## src/rtl/efpga_config_packer.sv

```systemverilog
// rtl/efpga_config_packer.sv - packs USB configuration bytes into 32-bit eFPGA self-write words
//
// Hunts for SYNC_WORD in the byte stream, then assembles big-endian words and
// emits each as a one-cycle write strobe, keeping at least STROBE_GAP idle
// cycles between strobes. A partial word that stalls for TIMEOUT_CYCLES is dropped.
// Optional feature macro: PACKER_WORD_COUNT_EN (adds word_count_o).
//
// Ports:
//   clk_system_i          sole clock, rising edge
//   reset_i               synchronous active-high reset
//   byte_data_i/valid_i   incoming configuration byte and its valid
//   byte_ready_o          packer accepts a byte this cycle
//   abort_i               drop partial/pending word, return to HUNT
//   efpga_write_data_o    last emitted word (registered)
//   efpga_write_strobe_o  one-cycle write pulse
//   session_active_o      high from sync-word emission until abort/timeout/reset
//   timeout_o             one-cycle pulse when a stalled partial word is dropped
//   word_count_o          strobes in current session (macro builds only)

module efpga_config_packer #(
    parameter logic [31:0] SYNC_WORD      = 32'hFAB0_FAB1,
    parameter int          STROBE_GAP     = 2,
    parameter int          TIMEOUT_CYCLES = 12_000
) (
    input  logic        clk_system_i,
    input  logic        reset_i,
    input  logic [7:0]  byte_data_i,
    input  logic        byte_valid_i,
    output logic        byte_ready_o,
    input  logic        abort_i,
    output logic [31:0] efpga_write_data_o,
    output logic        efpga_write_strobe_o,
    output logic        session_active_o,
    output logic        timeout_o
`ifdef PACKER_WORD_COUNT_EN
    ,
    output logic [15:0] word_count_o
`endif
);

    localparam int          TW           = $clog2(TIMEOUT_CYCLES + 1);
    localparam logic [TW-1:0] TIMEOUT_LAST = TW'(TIMEOUT_CYCLES - 1);
    localparam logic [4:0]  GAP          = 5'(STROBE_GAP);

    typedef enum logic [1:0] {HUNT, LOAD, EMIT} state_t;

    state_t        state_q, state_d;
    logic [31:0]   shift_q, shift_d;
    logic [31:0]   pending_q, pending_d;
    logic [31:0]   data_q, data_d;
    logic [1:0]    idx_q, idx_d;
    logic [4:0]    gap_q, gap_d;
    logic [TW-1:0] stall_q, stall_d;
    logic          sess_q, sess_d;
    logic          strobe_q, strobe_d;
    logic          timeout_q, timeout_d;
    logic          accept;
    logic          strobe_fire;
    logic          gap_ok_next;
    logic [31:0]   shifted;
`ifdef PACKER_WORD_COUNT_EN
    logic [15:0]   count_q, count_d;
`endif

    assign byte_ready_o         = ~reset_i & (state_q != EMIT);
    assign accept               = byte_valid_i & byte_ready_o;
    // The strobe is registered one cycle ahead so it lands in the cycle after the
    // 4th byte; abort and reset can still suppress it in the cycle it would show.
    assign strobe_fire          = strobe_q & ~abort_i & ~reset_i;
    assign efpga_write_strobe_o = strobe_fire;
    assign efpga_write_data_o   = data_q;
    assign session_active_o     = sess_q;
    assign timeout_o            = timeout_q;
    assign shifted              = {shift_q[23:0], byte_data_i};
`ifdef PACKER_WORD_COUNT_EN
    assign word_count_o         = count_q;
`endif

    // gap_d is the gap count seen next cycle; a strobe may be scheduled for next
    // cycle once that count reaches STROBE_GAP.
    assign gap_d       = strobe_fire ? 5'd0 : ((gap_q >= GAP) ? GAP : gap_q + 5'd1);
    assign gap_ok_next = (gap_d >= GAP);

    always_comb begin
        state_d   = state_q;
        shift_d   = shift_q;
        pending_d = pending_q;
        data_d    = data_q;
        idx_d     = idx_q;
        stall_d   = stall_q;
        sess_d    = sess_q;
        strobe_d  = 1'b0;
        timeout_d = 1'b0;
`ifdef PACKER_WORD_COUNT_EN
        count_d   = (strobe_fire && count_q != 16'hFFFF) ? count_q + 16'd1 : count_q;
`endif
        case (state_q)
            HUNT: begin
                if (accept) begin
                    shift_d = shifted;
                    if (shifted == SYNC_WORD) begin
                        pending_d = SYNC_WORD;
                        shift_d   = 32'd0;
                        sess_d    = 1'b1;
                        state_d   = EMIT;
                        if (gap_ok_next) begin
                            strobe_d = 1'b1;
                            data_d   = SYNC_WORD;
                        end
                    end
                end
            end
            LOAD: begin
                if (accept) begin
                    shift_d = shifted;
                    stall_d = '0;
                    idx_d   = idx_q + 2'd1;
                    if (idx_q == 2'd3) begin
                        pending_d = shifted;
                        state_d   = EMIT;
                        if (gap_ok_next) begin
                            strobe_d = 1'b1;
                            data_d   = shifted;
                        end
                    end
                end else if (idx_q != 2'd0) begin
                    if (stall_q == TIMEOUT_LAST) begin
                        timeout_d = 1'b1;
                        state_d   = HUNT;
                        shift_d   = 32'd0;
                        pending_d = 32'd0;
                        idx_d     = 2'd0;
                        stall_d   = '0;
                        sess_d    = 1'b0;
`ifdef PACKER_WORD_COUNT_EN
                        count_d   = 16'd0;
`endif
                    end else begin
                        stall_d = stall_q + 1'b1;
                    end
                end
            end
            EMIT: begin
                if (strobe_q) begin
                    state_d = LOAD;
                end else if (gap_ok_next) begin
                    strobe_d = 1'b1;
                    data_d   = pending_q;
                end
            end
            default: state_d = HUNT;
        endcase

        if (abort_i) begin
            state_d   = HUNT;
            shift_d   = 32'd0;
            pending_d = 32'd0;
            idx_d     = 2'd0;
            stall_d   = '0;
            sess_d    = 1'b0;
            strobe_d  = 1'b0;
            timeout_d = 1'b0;
            data_d    = data_q;
`ifdef PACKER_WORD_COUNT_EN
            count_d   = 16'd0;
`endif
        end
    end

    always_ff @(posedge clk_system_i) begin
        if (reset_i) begin
            state_q   <= HUNT;
            shift_q   <= 32'd0;
            pending_q <= 32'd0;
            data_q    <= 32'd0;
            idx_q     <= 2'd0;
            gap_q     <= GAP;
            stall_q   <= '0;
            sess_q    <= 1'b0;
            strobe_q  <= 1'b0;
            timeout_q <= 1'b0;
`ifdef PACKER_WORD_COUNT_EN
            count_q   <= 16'd0;
`endif
        end else begin
            state_q   <= state_d;
            shift_q   <= shift_d;
            pending_q <= pending_d;
            data_q    <= data_d;
            idx_q     <= idx_d;
            gap_q     <= gap_d;
            stall_q   <= stall_d;
            sess_q    <= sess_d;
            strobe_q  <= strobe_d;
            timeout_q <= timeout_d;
`ifdef PACKER_WORD_COUNT_EN
            count_q   <= count_d;
`endif
        end
    end

endmodule

```

## config.mk

```make
export PLATFORM = sky130hd
export DESIGN_NAME = efpga_config_packer
export DESIGN_NICKNAME = d
export VERILOG_FILES = /design/src/rtl/efpga_config_packer.sv
export SDC_FILE = /design/constraint.sdc
export NUM_CORES = 1
export LEC_CHECK = 0
export CORE_MARGIN = 4
export CORE_UTILIZATION = 44
export DETAILED_ROUTE_END_ITERATION = 7
export HOLD_SLACK_MARGIN = 0.06
export PLACE_DENSITY_LB_ADDON = 0.08
export SYNTH_ARGS = -nofsm -noshare
export SYNTH_HDL_FRONTEND = slang
export SYNTH_SLANG_ARGS = --single-unit
```

## constraint.sdc

```tcl
create_clock -name clk_system_i -period 4.68 [get_ports clk_system_i]
set_clock_uncertainty 0.15 [all_clocks]
set_input_delay 0.702 -clock clk_system_i [delete_from_list [all_inputs] [get_ports clk_system_i]]
set_output_delay 0.702 -clock clk_system_i [all_outputs]
set_load 0.01 [all_outputs]
```

==> results list, run 1 <==
- The synthesized design contains 114 register bits.
- Static timing analysis puts the maximum clock frequency at 0.299 GHz.
- Yosys synthesis warning count: 0
* Number of placement rows: 39
- Summing the areas of all xor and xnor instances in the mapped netlist gives 1.52% of the synthesized area.
- Fraction of registers with async set/reset: 0%
* Commonest cells in the netlist: dfxtp_1 (114), a21oi_1 (77), clkbuf_1 (42), nand3_1 (32), a22o_1 (26)
- Max-capacitance violation count: 0
* Cells taking the most area after synthesis: dfxtp_1 (44%), a21oi_1 (7.4%), a22o_1 (4.4%)
- CP Max Fanout: 19
- Post-synthesis cell type with the largest combined area: dfxtp_1
- After routing, the total negative slack on setup checks comes to 0 ns.
* Remaining global-route overflow: 0
* Syn Inst Count: 576
- The most critical setup path has its startpoint at byte_data_i[5].
* Post-cts hold buffer count: 0
- Measured against its own limit, the worst slew margin works out to 21.1%.
* CTS tree: built
- Max Buffers Root-to-Sink: 2
* Die H: 117 microns
- Routed wire per std cell: 19.1 microns
* Total vias in the final route: 4,776
* Layout filler cell count: 1,027
- The startpoint identified for the worst register-to-register timing path is state_q[0]$_SDFFE_PP0P_.
- In the routed layout, each cell is associated on average with a via count of 6.31.
- Leading register cell type out of synthesis: dfxtp_1
* Drt first pass iters: 5
- Total global routing track utilization: 22.3%
* Floorplan core area: 11,500 sq um
- Clock slew at reported path FFs: 0.05 ns
- Setup CP Type: input pin to flop
* Final period demand of the worst path: 3.34 ns
- Fin area: 6320 sq um
- Share of synthesized area occupied by flip-flops and latches: 44.0%
- After synthesis, the largest family of logic cells by area is compound AO/OA/AOI/OAI gates.
- Simple-Gate Fraction of Synth Area: 15.1%
* Depth of the CTS H-tree: 4
* Buffers inserted by post-CTS timing repair: 0
* Number of enable flip-flop cells after synthesis: 0
- First-pass GRT wire length: 23,700 microns
* Path class of the lowest-slack min-delay path: flop to flop
- The count of nets left with antenna violations once routing finished came out at 0.
* Adder-cell share of the synthesized area: 2.41%
- Die footprint: 13,600 sq um
* Most frequently used cell type in the post-synthesis netlist: dfxtp_1
* R2r setup slk: 1.51 ns
- For the pin with the worst max-slew slack, the measured transition is 1.18 ns.
- Total half-perimeter wirelength after legalization and detailed placement: 9260 microns
- Summing the areas of all compound-gate instances in the mapped netlist gives 29.1% of the synthesized area.
- Gates resized during post-CTS repair numbered 0.
- Clock latency on the worst-skew pair, taken at its later pin, is 0.41 ns.
- Post-Syn Area per Cell: 9.01 sq um
- Final estimated routing congestion in global placement: 0.816
- The worst register-to-register path ends at efpga_write_data_o[11]$_SDFFE_PP0P_.
- STA classifies the critical path endpoint as a flop.
- In the routed design, unresolved DRC markers number 0.
* Final Cycle Share: 71.4%
- STA puts the critical path data arrival time at 3.44 ns.
* Power per Cell Area: 367 nW/um^2
- The area growth from synthesis to layout is 21.8%.
- Required time at the worst-slack endpoint: 4.78 ns
- Status: completed
* Horiz. Die Dim: 117 microns
- The initial antenna violation count was 0.
- Final nets: 623
- 0 antenna diodes ended up in the layout.
- Setup violations remaining at the end of the flow were counted as 0.
* Area share of the largest cell type after synthesis: 44.0%
* Leakage power of the design: 2.09 nW
- Following the worst setup path forward leads to its endpoint at pending_q[4]$_SDFFE_PP0P_.
* Share of cells above drive strength 1: 8.63%
- Clock buffer count from CTS: 17
- The cell area that synthesis handed to floorplanning was 5190 sq um.
- TritonCTS Sinks: 114
* Port Buffer Count: 47
- The worst setup path is launched from an input pin.
- Final routed wirelength across all metal layers: 14,400 microns
- The number of slew-limit violations in the final report came to 0.
- The final number of hold-violating endpoints came to 0.
- Post-synthesis cell type count: 56
* Mux share of post-synthesis cell area: 2.70%
* Post-DP Area: 5730 sq um
- Initial drt markers: 363
* Maximum number of pins on one net before global-route repair: 53
- The number of global-route vias before repair came to 4,505.
- RSZ-0062 raised after global routing: false
* Starting density of the core: 45.3%
* Master cell of the clock root buffer: clkbuf_16
- Depth of the worst register-to-register path: 7
- Worst IR Drop VDD: 0.203 mV
- Number of placed I/O pins: 48
[worst min-delay path by stage]
| stage | startpoint | endpoint | slack, ns | depth (start not counted) |
|---|---|---|---|---|
| global route | pending_q[8]$_SDFFE_PP0P_ | pending_q[8]$_SDFFE_PP0P_ | 0.32 | 2 |
| finish | pending_q[26]$_SDFFE_PP0P_ | pending_q[26]$_SDFFE_PP0P_ | 0.31 | 2 |
| detailed placement | pending_q[26]$_SDFFE_PP0P_ | pending_q[26]$_SDFFE_PP0P_ | 0.30 | 2 |
| CTS | pending_q[26]$_SDFFE_PP0P_ | pending_q[26]$_SDFFE_PP0P_ | 0.31 | 2 |
| floorplan | pending_q[1]$_SDFFE_PP0P_ | pending_q[1]$_SDFFE_PP0P_ | 0.29 | 2 |
| global placement | pending_q[26]$_SDFFE_PP0P_ | pending_q[26]$_SDFFE_PP0P_ | 0.30 | 2 |
[power by group]
part / total (W) / internal, W / switching (W)
sequential: 0.000978 / 0.000975 / 0.00000309
combinational: 0.0000671 / 0.0000205 / 0.0000466
clock: 0.00128 / 0.000852 / 0.000424
total: 0.00232 / 0.00185 / 0.000473
[final cells by class]
type	count	area, sq um	area share (%)
clock inverter	4	70.1	1.11
multi-input combinational	399	2670	42.2
inverter	8	30.0	0.475
sequential	114	2280	36.1
clock buffer	28	517	8.18
timing repair buffer	61	576	9.11
tap	143	179	2.83
[routing by layer]
layer  global-route usage (%)  vias to the layer above  part of all wire (%)
met1                     29.3                     2310                    44
met5                        0                        -                     0
met4                     9.71                        0                   2.7
li1                         -                     2262                     -
met3                     5.54                       38                   6.0
met2                     34.8                      166                    47
[logic make-up after synthesis]
group / count (synthesis)
AOI/OAI and AO/OA: 231
DFF: 114
adders and majority gates: 10
xor gates and xnor gates: 9
other: 1
muxes: 14
buffers and inverters: 64
and+or+nand+nor: 133
[registers in the layout, summed over array words and instances, names as in the netlist]
signal / count
session_active_o: 1
timeout_o: 1
efpga_write_data_o: 32
shift_q: 24
idx_q: 2
gap_q: 5
pending_q: 32
stall_q: 14
state_q: 2
strobe_q: 1
[critical path, stage by stage]
cell and delay [ns]:
clkdlybuf4s50_1 0.57, nor4b_1 0.33, nand4_1 0.28, o21a_1 0.58
nor3_4 0.79, a211oi_1 0.18
[cells in the final DEF (no fill, tap or decap), types with 2 or more instances in the layout]
master	count
clkbuf_16	17
and4b_1	2
o22ai_1	2
a41oi_1	2
o21a_1	2
a31oi_1	20
a22o_1	26
o41ai_1	2
conb_1	2
a311oi_1	20
and3_1	4
o21ai_1	12
dfxtp_1	114
xnor2_1	3
and2_1	2
nor4_1	2
clkbuf_1	6
a22oi_1	20
nor4bb_1	4
ha_1	10
a211oi_1	20
buf_4	14
a21oi_1	77
xor2_1	6
nor3_1	5
nor2_1	20
o21ai_0	18
nand2_1	24
inv_1	7
nand3_1	32
or2_2	3
clkdlybuf4s50_1	47
clkbuf_8	5
mux2i_1	14
clkinv_2	2
or4_1	5
bufinv_16	2
nand4_1	18
[through the flow]
| stage | instances | hold WS (ns) | power [W] | setup slack [ns] | util (%) |
|---|---|---|---|---|---|
| floorplan | 577 | 0.288 | 0.00103 | 2.09 | - |
| global placement | 725 | 0.295 | 0.00106 | 1.03 | 50.0 |
| detailed placement | 725 | 0.304 | 0.00106 | 0.956 | 50.0 |
| CTS | 757 | 0.310 | 0.00234 | 1.37 | 55.1 |
| global route | 757 | 0.323 | 0.00239 | 1.13 | 55.1 |
| finish | 757 | 0.310 | 0.00232 | 1.34 | 55.1 |
No activity file was read; power rests on OpenSTA's default activity.
==> inputs of run 2 (changes only) <==
clock period = 2.88 ns   (was 4.68 ns; I/O delays follow)
==> run 2 against run 1 <==
Net effect:
- routed wire length rose by 3.9%
- total power rose by 66%
- global-route usage rose by 0.91 points
- largest power group unchanged
==> results list, run 2 (synthesis gave the netlist of run 1 again) <==
- The run finished with clean final reports.
- STA classifies the critical path endpoint as a flop.
- Across the run, the number of max-cap violations was 0.
- TritonCTS built the clock tree.
- Path class of the lowest-slack min-delay path: flop to flop
- The count of nets left with antenna violations once routing finished came out at 0.
- The worst register-to-register path begins at state_q[0]$_SDFFE_PP0P_.
- Commonest non-fill, non-tap cells in the layout: dfxtp_1 (114), a21oi_1 (77), clkdlybuf4s50_1 (47)
- TritonCTS Sinks: 114
- In this run the clock root is driven by a clkbuf_16.
- The number of global-route vias before repair is 4,743.
- Insertion delay to the later sink of the worst-skew pair: 0.41 ns
- Relative to the synthesized area, the layout overhead comes to 28.2%.
- CP Max Fanout: 19
* Sort of element at the start of the critical path: flop
* Slowest cell on the critical path: or3b_1
- The clock tree synthesis step divided the H-tree into 4 levels.
- Floorplan core area: 11,500 sq um
- Measured against its own limit, the worst slew margin works out to 42.7%.
- Drt first pass iters: 5
- Clock buffer count from CTS: 17
- In the final routed layout, each cell accounts on average for 18.9 microns.
- The number of hold buffers added after CTS was 0.
- Maximum number of pins on one net before global-route repair: 43
- Worst Hold Slack: 0.309 ns
- Fraction of met1 tracks used by global routing: 30.6%
* Final Cycle Share: 93.8%
* Final period demand of the worst path: 2.70 ns
- Final slew viol count: 0
* Max stage delay on crit path: 0.45 ns
- VDD sags by at most 0.338 mV.
- Slew at the pin closest to its max-slew limit: 0.860 ns
* Die footprint: 13,600 sq um
- Max Buffers Root-to-Sink: 2
- The setup check on the worst reg-to-reg path leaves a slack of 0.18 ns.
- Initial drt markers: 353
* Place WS: -0.00535 ns
* Horiz. Die Dim: 117 microns
- At the end of the flow the core is filled with cells to 58.0%.
* Final routed wirelength across all metal layers: 15,000 microns
- Min-Delay Endpoint: pending_q[26]$_SDFFE_PP0P_
- Worst Setup Slack, final: 0.178 ns
- Depth of the worst register-to-register path: 9
- Avg Vias per Cell: 6.23
* Share of cells above drive strength 1: 13.9%
* Total global routing track utilization: 23.2%
* Met3 usage: 5.39%
* Total vias in the final route: 4,929
- The initial utilization of the core area, before any placement, comes to 45.3%.
- The critical path is of the flop to flop type.
- After legalization and detailed placement, the total HPWL measured 10,300 microns.
* Final estimated routing congestion in global placement: 0.881
- Ordered list of cells on the worst path: inv_1 -> ha_1 -> or3b_1 -> o32a_1 -> buf_4 -> nor4_4 -> buf_4 -> a21oi_1 -> a311oi_1
* RSZ-0062 raised after global routing: false
- Measured along the y axis, the die boundary spans 117 microns.
- Power per Cell Area: 580 nW/um^2
* Remaining global-route overflow: 0
* Final standard cell count with taps included and fillers excluded: 791
- Cell with the most instances on the worst path: buf_4
- Counting tap cells, the placed design contains a total of 760 instances.
* Critical register-to-register path endpoint: efpga_write_data_o[27]$_SDFFE_PP0P_
- Setup violations remaining at the end of the flow were counted as 0.
- Clock-pin slew was measured on the worst setup and hold paths at 0.05 ns.
- Final count of hold timing violations: 0
- Arr. time, crit path: 2.86 ns
- GR Layer Usage met2: 36.6%
- The floorplan has 39 rows.
- Number of antenna violations at the first check in global routing: 0
* Startpoint of the worst hold path: pending_q[26]$_SDFFE_PP0P_
* First-pass GRT wire length: 24,600 microns
- The repair_antennas step left the layout with diodes totalling 0.
* Achievable Freq: 0.370 GHz
* Commonest non-fill, non-tap cell in the layout: dfxtp_1
* Most Used Layer, Global Route: met2
* Final nets: 658
- Port Buffer Count: 47
* DRC viols: 0
* Required time at the worst-slack endpoint: 3.04 ns
- Number of placed I/O pins: 48
* Post-route setup TNS: 0 ns
- Leakage power of the design: 2.29 nW
* Hold path cells: 2
## run 2: how the worst max path moves through the flow
stage / startpoint / end / slack, ns / depth (start not counted)
final: state_q[0]$_SDFFE_PP0P_ / efpga_write_data_o[27]$_SDFFE_PP0P_ / 0.18 / 9
after global routing: state_q[0]$_SDFFE_PP0P_ / pending_q[5]$_SDFFE_PP0P_ / 0.01 / 8
after CTS: state_q[0]$_SDFFE_PP0P_ / shift_q[12]$_SDFFE_PP0P_ / 0.12 / 6
after detailed placement: reset_i / pending_q[29]$_SDFFE_PP0P_ / -0.005 / 7
after global placement: reset_i / pending_q[0]$_SDFFE_PP0P_ / 0.06 / 7
after floorplan: state_q[0]$_SDFFE_PP0P_ / efpga_write_data_o[14]$_SDFFE_PP0P_ / 0.29 / 10
## run 2: through the flow
stage / area [sq um] / power (W)
after floorplan: 5190 / 0.00168
after global placement: 6030 / 0.00175
after detailed placement: 6030 / 0.00175
after CTS: 6650 / 0.00389
after global routing: 6650 / 0.00399
final: 6650 / 0.00386
## run 2: what timing repair did
item / CTS / global route
hold endpoints to repair: 0 / 0
setup buffers: 0 / 0
resized for setup: 0 / 1
endpoints found under the setup margin: 0 / 13
## run 2: cell type report
| type | instances | area [sq um] |
|---|---|---|
| Multi-Input combinational cell | 399 | 2680 |
| Fill cell | 1046 | 4810 |
| Tap cell | 143 | 179 |
| Timing Repair Buffer | 96 | 876 |
| Clock buffer | 28 | 547 |
| Inverter | 8 | 30.0 |
| Sequential cell | 114 | 2280 |
| Clock inverter | 3 | 65.1 |
## run 2: critical path: cells and delay by family, from the launching register on
kind	cells	cell delay, ns
AO/OA/AOI/OAI	3	0.59
adder cells (fa/ha/maj)	1	0.29
buffers and inverters	3	0.52
flip-flops	1	0.40
AND/OR/NAND/NOR	2	0.63
## run 2: where the power goes
group	internal, W	switching [W]	total (W)
Clock	0.00145	0.000686	0.00214
Sequential	0.00158	0.00000516	0.00159
Combinational	0.0000483	0.0000815	0.000130
Total	0.00308	0.000773	0.00386
## run 2: metal layers
layer  part of all wire, %  vias to the layer above
met5                     0                        -
met4                   2.6                        0
met3                   6.7                       36
met2                    47                      187
met1                    44                     2371
li1                      -                     2335
